--- config.mk ---
export PLATFORM = sky130hd
export DESIGN_NAME = ptt_rx
export DESIGN_NICKNAME = d
export VERILOG_FILES = /design/src/rtl/ptt_rx.sv
export SDC_FILE = /design/constraint.sdc
export NUM_CORES = 1
export LEC_CHECK = 0
export CAP_MARGIN = 15
export CORE_MARGIN = 3
export CORE_UTILIZATION = 51
export CTS_CLUSTER_SIZE = 25
export DETAILED_ROUTE_END_ITERATION = 8
export PLACE_DENSITY = 0.76
export SYNTH_ARGS = -nofsm -noshare
export SYNTH_HDL_FRONTEND = slang
export SYNTH_SLANG_ARGS = --single-unit
--- constraint.sdc ---
create_clock -name i_clk -period 4.6 [get_ports i_clk]
set_clock_uncertainty 0.1 [all_clocks]
set_input_delay 0.69 -clock i_clk [delete_from_list [all_inputs] [get_ports i_clk]]
set_output_delay 0.69 -clock i_clk [all_outputs]
set_load 0.005 [all_outputs]
--- src/rtl/ptt_rx.sv ---
// Purpose: 2741-style start-stop serial PTT receiver with parity/framing checks and shift-code tracking.
// Latency: a character appears on o_valid one cycle after its stop bit is sampled (mid stop bit).
// Backpressure: one holding register; a good character arriving while it is full is dropped with o_overrun.
//
// Ports:
//   i_clk, i_reset           clock; synchronous active-low reset
//   i_rxd                    raw serial line, idle mark = 1
//   i_ready                  downstream accept, transfer on o_valid && i_ready
//   o_keyboard               6-bit PTT code of the held character
//   o_lower_upper_case       case at time of reception (1 = lower)
//   o_valid                  holding register occupied
//   o_case                   sticky current case (1 = lower)
//   o_parity_err             one-cycle pulse, odd parity failed
//   o_frame_err              one-cycle pulse, stop bit sampled low
//   o_overrun                one-cycle pulse, good character lost to a full holding register
module ptt_rx #(
  parameter int         CLKS_PER_BIT   = 8,
  parameter logic [5:0] UPSHIFT_CODE   = 6'o34,
  parameter logic [5:0] DOWNSHIFT_CODE = 6'o37,
  parameter bit         DROP_NULL      = 1'b1
) (
  input  logic       i_clk,
  input  logic       i_reset,
  input  logic       i_rxd,
  input  logic       i_ready,
  output logic [5:0] o_keyboard,
  output logic       o_lower_upper_case,
  output logic       o_valid,
  output logic       o_case,
  output logic       o_parity_err,
  output logic       o_frame_err,
  output logic       o_overrun
);

  typedef enum logic [2:0] {IDLE, START, DATA, PARITY, STOP, WAIT_MARK} state_t;

  localparam int            CW        = $clog2(CLKS_PER_BIT);
  localparam logic [CW-1:0] HALF_LAST = CW'(CLKS_PER_BIT / 2 - 1);
  localparam logic [CW-1:0] FULL_LAST = CW'(CLKS_PER_BIT - 1);

  state_t        state;
  logic          rx_meta;
  logic          rxs;
  logic [CW-1:0] clk_cnt;
  logic [2:0]    bit_cnt;
  logic [5:0]    shreg;
  logic          chk_bit;

  logic hold_free;
  logic parity_ok;
  logic tick;

  // The holding register can take a new character if empty or being drained this cycle.
  assign hold_free = !o_valid || i_ready;
  assign parity_ok = ^{shreg, chk_bit};
  assign tick      = (clk_cnt == FULL_LAST);

  always_ff @(posedge i_clk) begin
    if (!i_reset) begin
      state              <= IDLE;
      rx_meta            <= 1'b1;
      rxs                <= 1'b1;
      clk_cnt            <= '0;
      bit_cnt            <= '0;
      shreg              <= '0;
      chk_bit            <= 1'b0;
      o_keyboard         <= '0;
      o_lower_upper_case <= 1'b1;
      o_valid            <= 1'b0;
      o_case             <= 1'b1;
      o_parity_err       <= 1'b0;
      o_frame_err        <= 1'b0;
      o_overrun          <= 1'b0;
    end else begin
      rx_meta      <= i_rxd;
      rxs          <= rx_meta;
      o_parity_err <= 1'b0;
      o_frame_err  <= 1'b0;
      o_overrun    <= 1'b0;

      // Drain first; a frame completing in the same cycle may reload below.
      if (o_valid && i_ready) o_valid <= 1'b0;

      case (state)
        IDLE: begin
          if (!rxs) begin
            state   <= START;
            clk_cnt <= '0;
            bit_cnt <= '0;
          end
        end

        START: begin
          // Re-check the start bit at its middle; a high line here was a glitch.
          if (clk_cnt == HALF_LAST) begin
            clk_cnt <= '0;
            state   <= rxs ? IDLE : DATA;
          end else begin
            clk_cnt <= clk_cnt + 1'b1;
          end
        end

        DATA: begin
          if (tick) begin
            clk_cnt <= '0;
            shreg   <= {rxs, shreg[5:1]};  // LSB arrives first
            bit_cnt <= bit_cnt + 1'b1;
            if (bit_cnt == 3'd5) state <= PARITY;
          end else begin
            clk_cnt <= clk_cnt + 1'b1;
          end
        end

        PARITY: begin
          if (tick) begin
            clk_cnt <= '0;
            chk_bit <= rxs;
            state   <= STOP;
          end else begin
            clk_cnt <= clk_cnt + 1'b1;
          end
        end

        STOP: begin
          if (tick) begin
            clk_cnt <= '0;
            if (!rxs) begin
              // Framing is judged before parity; a bad stop discards everything.
              o_frame_err <= 1'b1;
              state       <= WAIT_MARK;
            end else begin
              state <= IDLE;
              if (!parity_ok) begin
                o_parity_err <= 1'b1;
              end else if (shreg == UPSHIFT_CODE) begin
                o_case <= 1'b0;
              end else if (shreg == DOWNSHIFT_CODE) begin
                o_case <= 1'b1;
              end else if (DROP_NULL && (shreg == 6'o00)) begin
                // null code discarded
              end else if (hold_free) begin
                o_keyboard         <= shreg;
                o_lower_upper_case <= o_case;
                o_valid            <= 1'b1;
              end else begin
                o_overrun <= 1'b1;
              end
            end
          end else begin
            clk_cnt <= clk_cnt + 1'b1;
          end
        end

        WAIT_MARK: begin
          // A held break yields a single frame error; wait for mark before re-arming.
          if (rxs) state <= IDLE;
        end

        default: state <= IDLE;
      endcase
    end
  end

endmodule
=== Word-level counts from Yosys, hierarchy flattened ===
Cells that the tools add are included.

* Bitwise logic cells: 8
* $add $sub $neg: 2
* Reductions and logical operators: 20
* Equal/unequal tests: 17
* Muxes and demuxes: 30

{| class="wikitable"
|+ Operator list
! operator !! count
|-
| 2-to-1 mux 3 bit || 12
|-
| one-hot mux 3 bit (6 select lines) || 1
|-
| 2-to-1 mux 1 bit || 14
|-
| inequality test 2 bit, second input constant || 7
|-
| equality test 3 bit, second input constant || 4
|-
| equality test 6 x 5 -> 1 bit, second input constant || 2
|-
| equality test 3 x 2 -> 1 bit, second input constant || 3
|-
| one-hot mux 3 bit (3 select lines) || 1
|-
| NOT 1 bit || 8
|-
| AND reduction 8 bit || 1
|-
| OR reduction 8 bit || 1
|-
| AND reduction 7 bit || 1
|-
| XOR reduction 7 bit || 1
|-
| adder 3 x 1 -> 3 bit, second input constant || 2
|-
| zero test 6 bit || 1
|-
| one-hot mux 3 bit (2 select lines) || 1
|-
| AND reduction 2 bit || 3
|-
| AND reduction 3 bit || 2
|-
| AND reduction 5 bit || 1
|-
| AND reduction 4 bit || 1
|-
| nonzero test 2 bit || 2
|-
| equality test 3 x 1 -> 1 bit, second input constant || 1
|-
| zero test 3 bit || 1
|-
| nonzero test 3 bit || 1
|-
| other kinds (5) || 5
|}

* Logic and storage cells: 91
* Output and inout port bits: 12
* Bits in registers: 30

=== Logic depth before layout (Yosys ltp) ===
* Depth in word-level cells: 10
* Gate-level depth with buffers: 8
* Mapped depth without buffers: 8

=== Worst setup path after synthesis ===
Ideal clock, no wire load.

* Path kind: register -> register
* Start: register clk_cnt[0]
* End: register bit_cnt[2]
* Stages on the path, launching flop included: 9
* Data required time: 4.409 ns
* Data arrival time: 1.699 ns
* Slack: 2.710 ns
* Period minus slack after synthesis: 1.890 ns
* Cells stage by stage: dfxtp_1 > ha_1 > ha_1 > clkbuf_1 > and3_1 > buf_2 > nand2_1 > xor2_1 > a311oi_1

* Cells in the longest elaborated chain, start to end: 3

{| class="wikitable"
|+ Ends and longest elaborated chain
! element !! line !! source
|-
| start, declared || 44 || <nowiki>logic [CW-1:0] clk_cnt;</nowiki>
|-
| start signal, assigned || 99 || <nowiki>clk_cnt <= clk_cnt + 1'b1;</nowiki>
|-
| start signal, assigned || 110 || <nowiki>clk_cnt <= clk_cnt + 1'b1;</nowiki>
|-
| start signal, assigned || 120 || <nowiki>clk_cnt <= clk_cnt + 1'b1;</nowiki>
|-
| equality test 3 bit || 56 || <nowiki>assign tick = (clk_cnt == FULL_LAST);</nowiki>
|-
| inequality test 2 bit (no source line) || - ||
|-
| AND reduction 3 bit (no source line) || - ||
|-
| end signal, assigned || 107 || <nowiki>bit_cnt <= bit_cnt + 1'b1;</nowiki>
|-
| end, declared || 45 || <nowiki>logic [2:0] bit_cnt;</nowiki>
|}

No other way between the ends.
A chain may end at the register's enable or synchronous reset.

=== Worst setup path in the final report ===
* Start: input port i_reset
* End: register o_lower_upper_case

{| class="wikitable"
|+ RTL lines
! element !! line !! source
|-
| start, declared || 23 || <nowiki>input logic i_reset,</nowiki>
|-
| end signal, assigned || 143 || <nowiki>o_lower_upper_case <= o_case;</nowiki>
|-
| end, declared || 27 || <nowiki>output logic o_lower_upper_case,</nowiki>
|}

No word-level cell between the ends.

==> flow_metrics.tcl <==
set metrics [dict create \
    result_of_the_run "finished, final reports clean" \
    tns_ns 0 \
    grt_pass1_vias 1018 \
    slowest_delay_ns 0.86 \
    dominantRegCellSynth "sky130_fd_sc_hd__dfxtp_1" \
    antenna_cells 0 \
    syn-mean-instance-area_um2 8.99 \
    crit_arrival_ns 2.51 \
    layout_fillers 218 \
    critPathCaptureType "flop" \
    maxCapViolations 0 \
    clock_sinks 30 \
    cts_htree_levels 2 \
    multi_input_area_um2 769 \
    largest_voltage_drop_on_the_vdd_net_uv 232 \
    wire_per_inst_um 13.0 \
    route.detailed.drc 0 \
    async_set_or_reset_register_ratio_after_synthesis_pct 0 \
    power_density_nw_per_um2 283 \
    final_antenna_net_count 0 \
    max-clock-path-buffers 2 \
    worst_slew_pin_slew_ns 0.610 \
    antenna_found_initial 0 \
    fmax_ghz 0.418 \
    power_switching_share_pct 21.1 \
    clk_pin_slew_ns 0.09 \
    post_synthesis_register_bit_count 30 \
    final_cell_area_um2 1660 \
    drt_wl_total_mm 2.66 \
    clock-root-buffer "sky130_fd_sc_hd__clkbuf_4" \
    port_buffers 15 \
    final-max-slew-violation-count 0 \
    critPathKind "in2reg" \
    unrepaired_setup_endpoints_after_global_routing "no" \
    placedCellCount 196 \
    die_area_um2 3470 \
    placement_rows 18 \
    area.growth.synth_to_final_pct 16.4 \
    fin_crit_ns 2.39 \
    holdPathStages 1 \
    worst-path-stages 3 \
    layout.cells.most_common "sky130_fd_sc_hd__dfxtp_1" \
    routed_via_density 5.68 \
    boundaryPins 16 \
    coreArea_um2 2570 \
    seq_power_share_pct 55.9 \
    number_of_enable_type_register_cells_in_the_synthesized_netlist 0 \
    hpwl_after_detailed_placement_mm 1.91 \
    final-instance-count-excl-fill 204 \
    layout-drive-gt1-share_pct 6.32 \
    vias 1159 \
    worst_ep_required_time_ns 4.72 \
    start_util_pct 55.7 \
    timing.critical_path.buf_inv 2 \
    cts.hold.buffers_added 0 \
    path_cells "clkdlybuf4s50_1 -> clkinv_1 -> a211o_1" \
    postCtsSetupBuffers 0 \
    clock_latency_ns 0.33 \
    setup.worst_path.start_class "input pin" \
    most_frequent_cells_in_the_layout "30 x sky130_fd_sc_hd__dfxtp_1, 19 x sky130_fd_sc_hd__nor2_1, 17 x sky130_fd_sc_hd__nand2_1, 15 x sky130_fd_sc_hd__clkdlybuf4s50_1, 14 x sky130_fd_sc_hd__mux2i_1" \
    yosysWarnings 0 \
    crit_family "buffers and inverters" \
    final.period_utilization_pct 52.0 \
    post_cts_resized 0 \
    synth_cell_types 35 \
    max-slew-margin-rel_pct 59.2 \
    track_usage_pct 16.8 \
    final-hold-violation-count 0 \
    hold_class "reg2reg" \
    placer_s_final_routability_congestion_estimate 0.847 \
    die_width_um 58.9 \
    tritoncts "yes" \
    floorplan.die.height_um 58.9 \
    globalRoute.totalOverflow 0 \
    switchingPower_mw 0.0994 \
    finish.net_count 183 \
    drt-initial-drc-count 42 \
    post_dp_cell_area_um2 1580 \
    depth_of_the_most_critical_reg_to_reg_path 6 \
    global_route_wire_length_before_repair_mm 4.37 \
    synth.cell_area_um2 1430 \
    intPower_mw 0.372 \
    cts_inserted_buffers 5 \
    postSynthNetCount 169 \
    drt_pass_1_iters 5 \
    worst-path-max-fanout 19 \
    clkPwrFrac_pct 40.7 \
    total_leakage_power_nw 0.613 \
    post_synth_inst_count 159 \
    power.share.combinational_pct 3.4 \
    timing.final.setup_violations 0 \
    grt_max_degree 20 \
    crit_slowest_cell "sky130_fd_sc_hd__clkdlybuf4s50_1" \
    seq_area_frac_synth_pct 42.0 \
    seq_area_um2 601 \
]
Yosys cell counts, drive strengths merged (3+ instances only):
master  count  area share [%]
dfxtp      30              42
nor2       19             5.0
nand2      18             5.3
mux2i      14             9.8
a21oi       7             2.5
nor3        7             3.2
o21ai       7             2.5
clkbuf      6             1.6
ha          6             5.3
inv         6             1.6
nand2b      4             1.8
nor2b       4             1.8
a22oi       3             1.6
and3        3             1.3
nand3       3             1.1
per-layer routing:
| metal | track usage [%] | wire [um] |
|---|---|---|
| met4 | 7.77 | 41 |
| met1 | 21.8 | 1220 |
| met2 | 25.9 | 1250 |
| met3 | 4.61 | 143 |
| met5 | 0 | 0 |
final timing paths:
kind                        endpoint        from  slack (ns)
hold / removal                   rxs     rx_meta        0.32
setup / recovery  o_lower_upper_case     i_reset        2.21
hold reg to reg                  rxs     rx_meta        0.32
setup reg to reg       o_keyboard[0]  clk_cnt[0]        2.46
stage by stage:
step	power, mW	util [%]	setup slack, ns	hold WS, ns
6_report	0.471	64.8	2.21	0.317
3_3_place_gp	0.285	61.7	1.91	0.292
2_1_floorplan	0.280	-	2.71	0.286
3_5_place_dp	0.285	61.7	1.87	0.297
4_1_cts	0.475	64.8	2.21	0.318
5_1_grt	0.488	64.8	2.10	0.338
cell type report:
type                            count  area share, %
Multi-Input combinational cell    114           46.3
Clock buffer                        8           4.74
Sequential cell                    30           36.1
Inverter                            7           1.58
Timing Repair Buffer               15           9.03
Tap cell                           30           2.26
logic make-up after synthesis:
group | after synthesis | synth area share, %
compound gates | 27 | 12.2
simple gates | 62 | 21.5
xor+xnor | 5 | 5.08
fa+ha+maj | 6 | 5.25
buf+inv | 15 | 4.12
mux | 14 | 9.81
flops | 30 | 42.0
flip-flops by register name, indices dropped and copies added, names as in the netlist, 3 cells and up:
name,cells
bit_cnt,3
shreg,6
o_keyboard,6
clk_cnt,3
state,3
power groups by stage:
stage	logic [mW]	registers (mW)	clock network, mW
floorplan	0.0113	0.269	0
global placement	0.0152	0.269	0
detailed placement	0.0158	0.270	0
CTS	0.0159	0.264	0.195
global route	0.0179	0.264	0.206
finish	0.0159	0.264	0.192
No activity file was read; power rests on OpenSTA's default activity.
